`config.mk`:
```
export PLATFORM = sky130hd
export DESIGN_NAME = muldiv_unit
export DESIGN_NICKNAME = d
export VERILOG_FILES = /design/src/rtl/muldiv_pkg.sv /design/src/rtl/muldiv_step.sv /design/src/rtl/muldiv_unit.sv
export SDC_FILE = /design/constraint.sdc
export NUM_CORES = 1
export LEC_CHECK = 0
export CAP_MARGIN = 20
export CORE_ASPECT_RATIO = 1.75
export CORE_MARGIN = 2
export CORE_UTILIZATION = 61
export DETAILED_ROUTE_END_ITERATION = 8
export PLACE_DENSITY = 0.86
export SYNTH_ARGS = -nofsm -noshare
export SYNTH_HDL_FRONTEND = slang
export SYNTH_SLANG_ARGS = --single-unit
```
`constraint.sdc`:
```
create_clock -name clk -period 9.4 [get_ports clk]
set_clock_uncertainty 0.15 [all_clocks]
set_input_delay 0.94 -clock clk [delete_from_list [all_inputs] [get_ports clk]]
set_output_delay 0.94 -clock clk [all_outputs]
set_load 0.03 [all_outputs]
```
`src/rtl/muldiv_pkg.sv`:
```
// Shared types and constants for the iterative multiply/divide unit.
package muldiv_pkg;

    localparam int WIDTH = 16;
    localparam int ITER  = 16;
    localparam logic [WIDTH-1:0] DIV0_QUOT = 16'hFFFF;

    typedef enum logic [1:0] {
        OP_MULU = 2'b00,
        OP_MUL  = 2'b01,
        OP_DIVU = 2'b10,
        OP_DIV  = 2'b11
    } op_e;

    typedef enum logic [1:0] {
        ST_IDLE = 2'b00,
        ST_RUN  = 2'b01,
        ST_FIX  = 2'b10,
        ST_WB   = 2'b11
    } state_e;

endpackage

```
`src/rtl/muldiv_step.sv`:
```
// One combinational iteration: shift-add multiply (LSB-first) or restoring divide (MSB-first).
// Build option MULDIV_DIV_EN: include the trial-subtract divider path.
module muldiv_step #(
    parameter int W = 16
) (
    input  logic         is_div,
    input  logic [W-1:0] operand,
    input  logic [W-1:0] hi_in,
    input  logic [W-1:0] lo_in,
    output logic [W-1:0] hi_out,
    output logic [W-1:0] lo_out
);

    logic [W:0] mul_sum;

    always_comb begin
        mul_sum = {1'b0, hi_in} + (lo_in[0] ? {1'b0, operand} : {(W+1){1'b0}});
    end

`ifdef MULDIV_DIV_EN
    logic [W:0]   shifted;
    logic [W+1:0] trial;
    logic         unused_trial_msb;

    // The partial remainder stays below the divisor, so a non-negative trial fits in W bits.
    assign unused_trial_msb = trial[W];

    always_comb begin
        shifted = {hi_in, lo_in[W-1]};
        trial   = {1'b0, shifted} - {2'b00, operand};
        hi_out  = mul_sum[W:1];
        lo_out  = {mul_sum[0], lo_in[W-1:1]};
        if (is_div) begin
            if (trial[W+1]) begin
                hi_out = shifted[W-1:0];
                lo_out = {lo_in[W-2:0], 1'b0};
            end else begin
                hi_out = trial[W-1:0];
                lo_out = {lo_in[W-2:0], 1'b1};
            end
        end
    end
`else
    always_comb begin
        hi_out = is_div ? {W{1'b0}} : mul_sum[W:1];
        lo_out = is_div ? {W{1'b0}} : {mul_sum[0], lo_in[W-1:1]};
    end
`endif

endmodule

```
`src/rtl/muldiv_unit.sv`:
```
// Iterative 16-bit multiply/divide unit with start/busy request and valid/ready writeback.
// Build option MULDIV_DIV_EN: enables divide; otherwise divide ops return zero after one cycle.
module muldiv_unit #(
    parameter int WIDTH  = 16,
    parameter int REG_AW = 3
) (
    input  logic              clk,
    input  logic              rst,
    input  logic              start,
    input  logic [1:0]        op,
    input  logic [WIDTH-1:0]  src_a,
    input  logic [WIDTH-1:0]  src_b,
    input  logic [REG_AW-1:0] dest_reg,
    output logic              busy,
    output logic              wb_valid,
    input  logic              wb_ready,
    output logic [REG_AW-1:0] wb_reg,
    output logic [WIDTH-1:0]  wb_data,
    output logic [WIDTH-1:0]  hi_out
);
    import muldiv_pkg::*;

    state_e              state_q, state_d;
    op_e                 op_q, op_d, in_op;
    logic [4:0]          count_q, count_d;
    logic [WIDTH-1:0]    a_q, a_d, b_q, b_d;
    logic [WIDTH-1:0]    acc_hi_q, acc_hi_d, acc_lo_q, acc_lo_d;
    logic [WIDTH-1:0]    wb_data_q, wb_data_d, hi_q, hi_d;
    logic [REG_AW-1:0]   dest_q, dest_d, wb_reg_q, wb_reg_d;
    logic                neg_q, neg_d;
    logic                in_signed, in_div, is_div;
    logic [WIDTH-1:0]    a_abs, b_abs, step_hi, step_lo;
    logic [2*WIDTH-1:0]  prod_fix;
`ifdef MULDIV_DIV_EN
    logic                rem_neg_q, rem_neg_d;
    logic [WIDTH-1:0]    quot_fix, rem_fix;
`endif

    // Operand conditioning at latch time: signed ops work on magnitudes.
    always_comb begin
        in_op     = op_e'(op);
        in_signed = (in_op == OP_MUL) || (in_op == OP_DIV);
        in_div    = (in_op == OP_DIVU) || (in_op == OP_DIV);
        a_abs     = (in_signed && src_a[WIDTH-1]) ? (~src_a + 1'b1) : src_a;
        b_abs     = (in_signed && src_b[WIDTH-1]) ? (~src_b + 1'b1) : src_b;
        is_div    = (op_q == OP_DIVU) || (op_q == OP_DIV);
        prod_fix  = neg_q ? -{acc_hi_q, acc_lo_q} : {acc_hi_q, acc_lo_q};
    end

`ifdef MULDIV_DIV_EN
    always_comb begin
        quot_fix = neg_q ? (~acc_lo_q + 1'b1) : acc_lo_q;
        if (b_q == '0) begin
            quot_fix = DIV0_QUOT;
        end
        rem_fix = rem_neg_q ? (~acc_hi_q + 1'b1) : acc_hi_q;
    end
`endif

    muldiv_step #(.W(WIDTH)) u_step (
        .is_div  (is_div),
        .operand (is_div ? b_q : a_q),
        .hi_in   (acc_hi_q),
        .lo_in   (acc_lo_q),
        .hi_out  (step_hi),
        .lo_out  (step_lo)
    );

    always_comb begin
        state_d   = state_q;
        op_d      = op_q;
        count_d   = count_q;
        a_d       = a_q;
        b_d       = b_q;
        acc_hi_d  = acc_hi_q;
        acc_lo_d  = acc_lo_q;
        dest_d    = dest_q;
        neg_d     = neg_q;
        wb_reg_d  = wb_reg_q;
        wb_data_d = wb_data_q;
        hi_d      = hi_q;
`ifdef MULDIV_DIV_EN
        rem_neg_d = rem_neg_q;
`endif
        case (state_q)
            ST_IDLE: begin
                if (start) begin
                    op_d     = in_op;
                    a_d      = a_abs;
                    b_d      = b_abs;
                    dest_d   = dest_reg;
                    count_d  = '0;
                    neg_d    = in_signed && (src_a[WIDTH-1] ^ src_b[WIDTH-1]);
                    acc_hi_d = '0;
                    acc_lo_d = in_div ? a_abs : b_abs;
                    state_d  = ST_RUN;
`ifdef MULDIV_DIV_EN
                    rem_neg_d = in_signed && src_a[WIDTH-1];
`else
                    if (in_div) begin
                        wb_reg_d  = dest_reg;
                        wb_data_d = '0;
                        hi_d      = '0;
                        state_d   = ST_WB;
                    end
`endif
                end
            end
            ST_RUN: begin
                acc_hi_d = step_hi;
                acc_lo_d = step_lo;
                count_d  = count_q + 5'd1;
                if (count_q == 5'(ITER - 1)) begin
                    count_d = '0;
                    state_d = ST_FIX;
                end
            end
            ST_FIX: begin
                wb_reg_d  = dest_q;
                wb_data_d = prod_fix[WIDTH-1:0];
                hi_d      = prod_fix[2*WIDTH-1:WIDTH];
`ifdef MULDIV_DIV_EN
                if (is_div) begin
                    wb_data_d = quot_fix;
                    hi_d      = rem_fix;
                end
`endif
                state_d = ST_WB;
            end
            ST_WB: begin
                if (wb_ready) begin
                    state_d = ST_IDLE;
                end
            end
            default: state_d = ST_IDLE;
        endcase
    end

    always_ff @(posedge clk) begin
        if (rst) begin
            state_q   <= ST_IDLE;
            count_q   <= '0;
            wb_reg_q  <= '0;
            wb_data_q <= '0;
            hi_q      <= '0;
        end else begin
            state_q   <= state_d;
            count_q   <= count_d;
            wb_reg_q  <= wb_reg_d;
            wb_data_q <= wb_data_d;
            hi_q      <= hi_d;
        end
    end

    // Working datapath registers are only meaningful after a latch, so they carry no reset.
    always_ff @(posedge clk) begin
        op_q     <= op_d;
        a_q      <= a_d;
        b_q      <= b_d;
        acc_hi_q <= acc_hi_d;
        acc_lo_q <= acc_lo_d;
        dest_q   <= dest_d;
        neg_q    <= neg_d;
`ifdef MULDIV_DIV_EN
        rem_neg_q <= rem_neg_d;
`endif
    end

    assign busy     = (state_q != ST_IDLE);
    assign wb_valid = (state_q == ST_WB);
    assign wb_reg   = wb_reg_q;
    assign wb_data  = wb_data_q;
    assign hi_out   = hi_q;

endmodule
```
==> results.sh, run 1 <==
export IMPL_status="finished clean"
export IMPL_synth_fa_ha_area_frac=0.0494
export IMPL_required_ns=9.47
export IMPL_clkPwrFrac=0.166
export IMPL_p_seq_frac=0.391
export IMPL_cts_sinks=111
export IMPL_timing_rr_end="acc_hi_q[14]"
export IMPL_worstPathMaxFanout=23
export IMPL_top_usage_layer="met2"
export IMPL_nets=802
export IMPL_netlist_instances=674
export IMPL_first_pass_iters=7
export IMPL_synth_top_area_share=0.320
export IMPL_synth_xor_area_share=0.0824
export IMPL_cts_resized=0
export IMPL_syn_cell_area_sq_um=6480
export IMPL_irDropWorstVdd_mv=0.242
export IMPL_drive_gt1_frac=0.0405
export IMPL_max_freq_mhz=295
export IMPL_cts_hold_buffers=0
export IMPL_synth_nets=740
export IMPL_hold_ws_ns=0.304
export IMPL_post_route_util=0.740
export IMPL_cpPeakStageDelay_ns=0.64
export IMPL_io_buffers=77
export IMPL_cts_root_buf="clkbuf_16"
export IMPL_muxShareOfSynthArea=0.0481
export IMPL_internal_power_mw=1.29
export IMPL_cts_buffers=9
export IMPL_worstSetupPathType="reg2reg"
export IMPL_finalCritPeriodShare=0.361
export IMPL_min_period_ns=3.39
export IMPL_grt_pass1_wl_um=27300
export IMPL_start_util=0.629
export IMPL_yosysWarnings=0
export IMPL_clock_path_buffers=2
export IMPL_vias_per_cell=6.35
export IMPL_vias=5508
export IMPL_synth_seq_cells=111
export IMPL_rsz0062_at_grt="no"
export IMPL_start_kind="flip-flop"
export IMPL_fp_dieW_um=81.9
export IMPL_ys_seq_area_frac=0.449
export IMPL_cp_arrival_ns=3.46
export IMPL_crit_cells=10
export IMPL_ff_latch_area_sq_um=2910
export IMPL_nFillCells=754
export IMPL_yosys_area_top_type="edfxtp_1"
export IMPL_diodes=0
export IMPL_path_cells="buf_4 > mux2_2 > nand2_1 > inv_1 > ha_1 > nand3_1 > a2111oi_0 > nor2_1 > a2111o_1 > nand3_1"
export IMPL_hp_class="reg2reg"
export IMPL_grt_usage=0.309
export IMPL_reg2reg_depth=10
export IMPL_clk_latency_ns=0.36
export IMPL_rows=49
export IMPL_clk_pin_slew_ns=0.08
export IMPL_dp_slack_ns=5.75
export IMPL_worst_pin_slew_ns=0.962
export IMPL_crit_reg2reg_launch="op_q[1]"
export IMPL_synth_top_family_by_area="simple AND/OR/NAND/NOR gates"
export IMPL_p_switching_uw=974
export IMPL_gp_congestion=0.924
export IMPL_ioPinCount=78
export IMPL_mostFrequentLayoutCell="clkdlybuf4s50_1"
export IMPL_crit_path_end_kind="flip-flop"
export IMPL_drtIter0Drc=438
export IMPL_cts_tree="yes"
export IMPL_synth_compound_area_frac=0.161
export IMPL_cts_htree_levels=3
export IMPL_power_leakage_nw=2.86
export IMPL_ys_flop_type="edfxtp_1"
export IMPL_relSlewSlack=0.358
export IMPL_area_growth_pct=17.6
export IMPL_slowest_stage="a2111oi_0"
export IMPL_drc=0
export IMPL_grt_overflow_total=0
export IMPL_met2_usage=0.568
export IMPL_setup_ws_ns=6.01
export IMPL_avgRoutedWirePerCell_um=19.5
export IMPL_dieArea_sq_um=11500
export IMPL_die_h_um=140
export IMPL_core_area_sq_um=10300
export IMPL_layout_common_cells="clkdlybuf4s50_1 (77), nor2_1 (70), edfxtp_1 (69), nand2_1 (61), o21ai_0 (46)"
export IMPL_r2r_slack_ns=6.01
export IMPL_multiInputGateArea_sq_um=3360
export IMPL_cap_viol_max_count=0
export IMPL_critPathTopFamily="compound AO/OA/AOI/OAI gates"
export IMPL_async_flop_share=0
export IMPL_p_comb_frac=0.443
export IMPL_power_density_nw_per_um2=298
export IMPL_cts_setup_buffers=0
export IMPL_synth_edf_count=69
export IMPL_synth_area_leaders="edfxtp_1 (32%), dfxtp_1 (13%), xor2_1 (5.5%), ha_1 (4.6%), mux2i_1 (4.6%)"
export IMPL_wl_um=17000
export IMPL_slew_violations=0
export IMPL_use_met1=0.313
export IMPL_tns_ns=0
export IMPL_grt_util_met3=0.0387
export IMPL_setup_viol=0
export IMPL_dpl_hpwl_um=12800
export IMPL_whs_path_depth=2
export IMPL_grt_antenna_before_repair=0
export IMPL_synth_simple_area_share=0.178
export IMPL_worstSetupEndpoint="acc_hi_q[14]"
export IMPL_critPathMostFrequentCell="nand3_1"
export IMPL_avgSynthCellArea_sq_um=9.62
export IMPL_grt_max_degree=35
export IMPL_startpoint="op_q[1]"
export IMPL_netSwitchingFraction=0.429
export IMPL_hold_viol=0
export IMPL_critPathBufInv=2
export IMPL_grt_pass1_vias=5627
export IMPL_drtAntennaViolNets=0
export IMPL_ys_types=58
[worst register-to-register path, stage by stage (launching register included)]
cell	delay, ns
edfxtp_1	0.32
buf_4	0.32
mux2_2	0.39
nand2_1	0.13
inv_1	0.06
ha_1	0.27
nand3_1	0.10
a2111oi_0	0.64
nor2_1	0.30
a2111o_1	0.48
nand3_1	0.09
[metrics by stage]
step                      instance area [sq um]  power, mW  instances
final                                      7620       2.27        868
after global routing                       7620       2.40        868
after CTS                                  7620       2.26        868
after detailed placement                   7330       1.88        852
after global placement                     7330       1.85        852
after floorplan                            6480       1.55        674
[synthesized netlist by cell type (all sizes together) (13+ instances only)]
| library cell | instances |
|---|---|
| o21ai | 53 |
| and2 | 16 |
| xnor2 | 20 |
| xor2 | 41 |
| clkbuf | 24 |
| nor3 | 13 |
| edfxtp | 69 |
| mux2i | 30 |
| a21oi | 33 |
| dfxtp | 42 |
| o31ai | 14 |
| inv | 22 |
| nand2 | 61 |
| nor2 | 70 |
| ha | 24 |
[area by class of cell]
type	count	share of cell area
inverters	22	0.0108
repair buffers	83	0.107
flip-flops and latches	111	0.382
clock inverters	7	0.00837
multi-input cells	509	0.441
clock buffers	9	0.0296
well taps	127	0.0209
[cell families (layout without fill, tap and decap cells)]
logic type	Yosys count	after routing
adders and majority gates	25	25
xor gates and xnor gates	61	61
and+or+nand+nor	232	232
DFF	111	111
AOI/OAI and AO/OA	160	160
muxes	31	31
buffers and inverters	54	121
[how the worst min path moves through the flow]
stage / from / endpoint / slack, ns
floorplan: count_q[4] / count_q[4] / 0.30
global placement: hi_out[8] / hi_out[8] / 0.29
detailed placement: hi_out[3] / hi_out[3] / 0.30
CTS: hi_out[1] / hi_out[1] / 0.31
global route: hi_out[14] / hi_out[14] / 0.34
finish: hi_out[1] / hi_out[1] / 0.30
[metal layers]
metal	part of all wire	vias to the layer above
li1	-	2589
met1	0.35	2646
met2	0.56	206
met3	0.038	67
met4	0.058	0
met5	0	-
[power groups by stage]
stage                     Combinational [mW]  Sequential (mW)  Clock (mW)
after global placement                 0.964            0.883           0
final                                   1.01            0.886       0.377
after CTS                               1.00            0.882       0.378
after floorplan                        0.665            0.881           0
after global routing                    1.11            0.899       0.397
after detailed placement               0.992            0.892           0
Power figures use the tool's default switching activity.
==> run 2, diff against run 1 <==
CORE_UTILIZATION = 57   (was 61)
PLACE_DENSITY = 0.81   (was 0.86)
clock period = 3.2 ns   (was 9.4 ns; I/O delays follow)
==> run 2 against run 1 <==
  * Register-to-register slack got worse by 5.8 ns
  * Total power rose to 3.0 times the previous value
  * Highest routed layer unchanged
  * Clock-buffer cell count rose by 5
  * Cell area rose by 2.0%
  * Global-route usage fell by 2.5 points
  * Sequential power rose to 3.0 times the previous value
  * Critical endpoint is now acc_hi_q[13]
  * Combinational power rose to 3.0 times the previous value
  * Wire length rose by 1.4%
  * Largest power group unchanged
  * Via count fell by 0.15%
==> results.sh, run 2 (same netlist as run 1, synthesis figures left out) <==
export IMPL_fin_cells=884
export IMPL_tns_ns=0
export IMPL_fp_dieW_um=84.6
export IMPL_power_leakage_nw=2.94
export IMPL_layout_common_cells="clkdlybuf4s50_1 (77), nor2_1 (70), edfxtp_1 (69), nand2_1 (61), o21ai_0 (46)"
export IMPL_cts_setup_buffers=0
export IMPL_cts_sinks=111
export IMPL_cap_viol_max_count=0
export IMPL_post_route_util=0.700
export IMPL_io_buffers=77
export IMPL_start_kind="flip-flop"
export IMPL_relSlewSlack=0.343
export IMPL_max_freq_mhz=339
export IMPL_grt_max_degree=38
export IMPL_grt_pass1_wl_um=27600
export IMPL_min_period_ns=2.95
export IMPL_gp_congestion=0.908
export IMPL_required_ns=3.22
export IMPL_rows=51
export IMPL_hp_class="reg2reg"
export IMPL_multiInputGateArea_sq_um=3360
export IMPL_hold_viol=0
export IMPL_clk_pin_slew_ns=0.07
export IMPL_vias_per_cell=6.22
export IMPL_grt_usage=0.284
export IMPL_slew_violations=0
export IMPL_cts_buffers=9
export IMPL_wl_um=17200
export IMPL_drtIter0Drc=289
export IMPL_vias=5500
export IMPL_core_area_sq_um=11100
export IMPL_clock_path_buffers=2
export IMPL_grt_pass1_vias=5560
export IMPL_grt_antenna_before_repair=0
export IMPL_slowest_stage="edfxtp_1"
export IMPL_cpPeakStageDelay_ns=0.48
export IMPL_worstSetupPathType="reg2reg"
export IMPL_setup_viol=0
export IMPL_start_util=0.584
export IMPL_status="finished clean"
export IMPL_nets=813
export IMPL_dieArea_sq_um=12300
export IMPL_finalCritPeriodShare=0.923
export IMPL_path_cells="buf_12 > buf_4 > mux2i_1 > nor2_1 > ha_1 > a21oi_1 > o21ai_0 > nor2b_1 > o311a_1 > nor4_1"
export IMPL_crit_path_end_kind="flip-flop"
export IMPL_area_growth_pct=20.0
export IMPL_irDropWorstVdd_mv=0.667
export IMPL_power_density_nw_per_um2=889
export IMPL_r2r_slack_ns=0.25
export IMPL_clk_latency_ns=0.35
export IMPL_avgRoutedWirePerCell_um=19.4
export IMPL_cts_hold_buffers=0
export IMPL_grt_overflow_total=0
export IMPL_total_power_mw=6.91
export IMPL_drive_gt1_frac=0.0545
export IMPL_mostFrequentLayoutCell="clkdlybuf4s50_1"
export IMPL_worst_pin_slew_ns=0.984
export IMPL_nFillCells=901
export IMPL_cp_arrival_ns=2.97
export IMPL_cts_htree_levels=3
export IMPL_cts_root_buf="clkbuf_16"
export IMPL_rsz0062_at_grt="no"
export IMPL_die_h_um=145
export IMPL_diodes=0
export IMPL_post_place_cells=868
export IMPL_worstPathMaxFanout=11
export IMPL_first_pass_iters=5
export IMPL_drc=0
export IMPL_drtAntennaViolNets=0
export IMPL_ff_latch_area_sq_um=2910
export IMPL_dpl_hpwl_um=13100
export IMPL_ioPinCount=78
export IMPL_cts_tree="yes"
## run 2: stage by stage
step / setup slack [ns] / cell area (sq um) / hold slack, ns
after floorplan: 0.209 / 6480 / 0.269
after global placement: 0.355 / 7430 / 0.285
after detailed placement: 0.240 / 7430 / 0.291
after CTS: 0.216 / 7770 / 0.308
after global routing: 0.0616 / 7770 / 0.327
final: 0.247 / 7770 / 0.301
## run 2: what timing repair did
| item | in CTS | in global routing |
|---|---|---|
| endpoints found under the hold margin | 0 | 0 |
| gates resized for setup | 0 | 1 |
| endpoints found under the setup margin | 0 | 1 |
## run 2: path summary, 6_finish.rpt
kind,from,to,depth (start not counted)
hold reg to reg,hi_out[5],hi_out[5],2
setup reg to reg,op_q[1],acc_hi_q[13],10
setup / recovery,op_q[1],acc_hi_q[13],10
hold / removal,hi_out[5],hi_out[5],2
## run 2: area by class of cell
class	count	area share
clock buffer	14	0.0409
clock inverter	2	0.00290
sequential	111	0.375
multi-input combinational	509	0.433
inverter	22	0.0106
tap	132	0.0212
timing repair buffer	94	0.117
## run 2: critical path, delay by kind of cell (launching register included)
family,cells,cell delay (ns)
AOI/OAI and AO/OA,3,0.62
adders and majority gates,1,0.34
buffers and inverters,2,0.38
DFF,1,0.48
muxes,1,0.25
and+or+nand+nor,3,0.55
## run 2: where the power goes
part           switching [mW]  total [mW]  internal [mW]
Clock                   0.531        1.24          0.705
Sequential              0.522        2.62           2.10
Combinational            1.85        3.05           1.20
Total                    2.90        6.91           4.01
## run 2: per-layer routing
metal  vias to the layer above  global-route usage  wire, um
met2                       201               0.536      9690
met4                         0               0.159       946
li1                       2601                   -         -
met5                         -                   0         0
met1                      2644               0.290      5950
met3                        54              0.0375       606
==> run 3, diff against run 2 <==
ABC_AREA = 1   (was not set)
CORE_UTILIZATION = 58   (was 57)
PLACE_DENSITY = 0.82   (was 0.81)
==> run 3 against run 2 <==
  * Maximum frequency rose by 3.2%
  * Critical endpoint is now acc_hi_q[7]
  * Total power fell by 1.3%
  * Setup slack improved by 0.092 ns
  * Highest routed layer unchanged
  * First-iteration DRC count rose by 54%
  * Sequential share of layout area fell by 2.9 points
  * Combinational power rose by 6%
  * Register-to-register slack improved by 0.09 ns
==> results.sh, run 3 <==
export IMPL_status="finished clean"
export IMPL_drtAntennaViolNets=0
export IMPL_drtIter0Drc=444
export IMPL_area_growth_pct=16.1
export IMPL_ioPinCount=78
export IMPL_power_leakage_nw=3.50
export IMPL_synth_edf_count=69
export IMPL_drc=0
export IMPL_cts_tree="yes"
export IMPL_start_kind="flip-flop"
export IMPL_nFillCells=1064
export IMPL_cts_root_buf="clkbuf_16"
export IMPL_slowest_stage="edfxtp_1"
export IMPL_cts_setup_buffers=0
export IMPL_fin_area_sq_um=8420
export IMPL_mostFrequentLayoutCell="nand2_1"
export IMPL_dpl_instance_area_sq_um=8120
export IMPL_wl_met2_um=10100
export IMPL_synth_nets=1033
export IMPL_nets=1104
export IMPL_path_cells="inv_1 > buf_4 > nor2_1 > nor2_1 > ha_1 > a21oi_1 > nand2_1 > a21oi_1 > o21ai_0 > o21ai_0 > a21oi_1"
export IMPL_rows=54
export IMPL_gp_congestion=0.926
export IMPL_relSlewSlack=0.495
export IMPL_grt_pass1_wl_um=30100
export IMPL_first_pass_iters=6
export IMPL_ff_latch_area_sq_um=2910
export IMPL_die_h_um=152
export IMPL_yosys_top_cells_count="nand2_1 (214), nor2_1 (127), inv_1 (112)"
export IMPL_cp_arrival_ns=2.81
export IMPL_power_density_nw_per_um2=810
export IMPL_grt_overflow_total=0
export IMPL_min_period_ns=2.86
export IMPL_avgSynthCellArea_sq_um=7.50
export IMPL_hold_viol=0
export IMPL_worst_pin_slew_ns=0.758
export IMPL_worstPathMaxFanout=18
export IMPL_required_ns=3.15
export IMPL_top_layer="met4"
export IMPL_start_util=0.586
export IMPL_io_buffers=77
export IMPL_critPathMostFrequentCell="a21oi_1"
export IMPL_syn_cell_area_sq_um=7250
export IMPL_multiInputGateArea_sq_um=3680
export IMPL_synth_seq_cells=111
export IMPL_hp_class="reg2reg"
export IMPL_grt_pass1_vias=6431
export IMPL_avgRoutedWirePerCell_um=15.3
export IMPL_crit_path_end_kind="flip-flop"
export IMPL_rsz0062_at_grt="no"
export IMPL_slew_violations=0
export IMPL_dieArea_sq_um=13400
export IMPL_setup_ws_ns=0.339
export IMPL_layout_common_cells="nand2_1 (214), nor2_1 (127), inv_1 (112), clkdlybuf4s50_1 (77), nand3_1 (75)"
export IMPL_synth_top_area_share=0.286
export IMPL_async_flop_share=0
export IMPL_synth_area_leaders="edfxtp_1 (29%), dfxtp_1 (12%), nand2_1 (11%), nor2_1 (6.6%), inv_1 (5.8%)"
export IMPL_cts_buffers=9
export IMPL_critPathBufInv=2
export IMPL_grt_usage=0.285
export IMPL_clk_pin_slew_ns=0.08
export IMPL_critPathTopFamily="compound AO/OA/AOI/OAI gates"
export IMPL_irDropWorstVdd_mv=0.491
export IMPL_cts_resized=0
export IMPL_cpPeakStageDelay_ns=0.63
export IMPL_ys_types=45
export IMPL_grt_max_degree=35
export IMPL_drive_gt1_frac=0.101
export IMPL_clk_latency_ns=0.35
export IMPL_ys_flop_type="edfxtp_1"
export IMPL_dp_slack_ns=0.376
export IMPL_vias=6676
export IMPL_total_power_mw=6.82
export IMPL_tns_ns=0
export IMPL_diodes=0
export IMPL_wl_um=18500
export IMPL_wl_met1_um=6790
export IMPL_vias_per_cell=5.51
export IMPL_yosys_cell_count_top_type="nand2_1"
export IMPL_fin_cells=1211
export IMPL_grt_antenna_before_repair=0
export IMPL_post_route_util=0.681
export IMPL_max_freq_mhz=350
export IMPL_cap_viol_max_count=0
export IMPL_post_place_cells=1195
export IMPL_hold_ws_ns=0.293
export IMPL_finalCritPeriodShare=0.894
export IMPL_worstSetupPathType="reg2reg"
export IMPL_clock_path_buffers=2
export IMPL_cts_sinks=111
export IMPL_yosys_area_top_type="edfxtp_1"
export IMPL_cts_htree_levels=3
export IMPL_core_area_sq_um=12400
export IMPL_wl_met3_um=643
export IMPL_setup_viol=0
export IMPL_yosysWarnings=0
export IMPL_dpl_hpwl_um=14900
export IMPL_ys_seq_area_frac=0.402
export IMPL_fp_dieW_um=88.5
export IMPL_netlist_instances=967
export IMPL_cts_hold_buffers=0
[run 3: changes by cell type after synthesis, moves of 24 or more]
cell     before  now
a21oi_1      33   57
nor2_1       70  127
xor2_1       41   11
inv_1        22  112
nand2_1      61  214
mux2i_1      30    0
nand3_1       8   75
[run 3: path summary, 6_finish.rpt]
path,startpoint,end,depth (start not counted),slack [ns]
worst min-delay path,count_q[4],count_q[4],2,0.29
worst max-delay path,op_q[1],acc_hi_q[7],11,0.34
worst max register to register,op_q[1],acc_hi_q[7],11,0.34
worst min register to register,count_q[4],count_q[4],2,0.29
[run 3: layout make-up]
cell class                 count  area share
timing repair buffer          87       0.100
clock inverter                 6     0.00580
clock buffer                  10      0.0297
multi-input combinational    707       0.438
tap                          168      0.0250
inverter                     122      0.0553
sequential                   111       0.346
[run 3: layer usage]
| metal | vias up | GRT usage |
|---|---|---|
| met3 | 62 | 0.0277 |
| met1 | 3034 | 0.309 |
| li1 | 3350 | - |
| met4 | 0 | 0.146 |
| met2 | 230 | 0.527 |
| met5 | - | 0 |
[run 3: kinds of logic after synthesis]
group                    count (synthesis)  share of synthesized area
AND/OR/NAND/NOR                        484                      0.299
AO/OA/AOI/OAI                          182                      0.144
buffers and inverters                  149                     0.0899
flip-flops                             111                      0.402
adder cells (fa/ha/maj)                 25                     0.0442
XOR/XNOR                                16                     0.0204
[run 3: where the power goes]
| group | total, mW | switching, mW | internal (mW) |
|---|---|---|---|
| Clock | 1.13 | 0.543 | 0.588 |
| Combinational | 3.24 | 2.19 | 1.05 |
| Sequential | 2.45 | 0.388 | 2.06 |
| Total | 6.82 | 3.12 | 3.70 |
[run 3: worst register-to-register path: stages (launching register included)]
cell      delay, ns
edfxtp_1       0.63
inv_1          0.20
buf_4          0.22
nor2_1         0.09
nor2_1         0.05
ha_1           0.32
a21oi_1        0.13
nand2_1        0.15
a21oi_1        0.28
o21ai_0        0.14
o21ai_0        0.17
a21oi_1        0.06
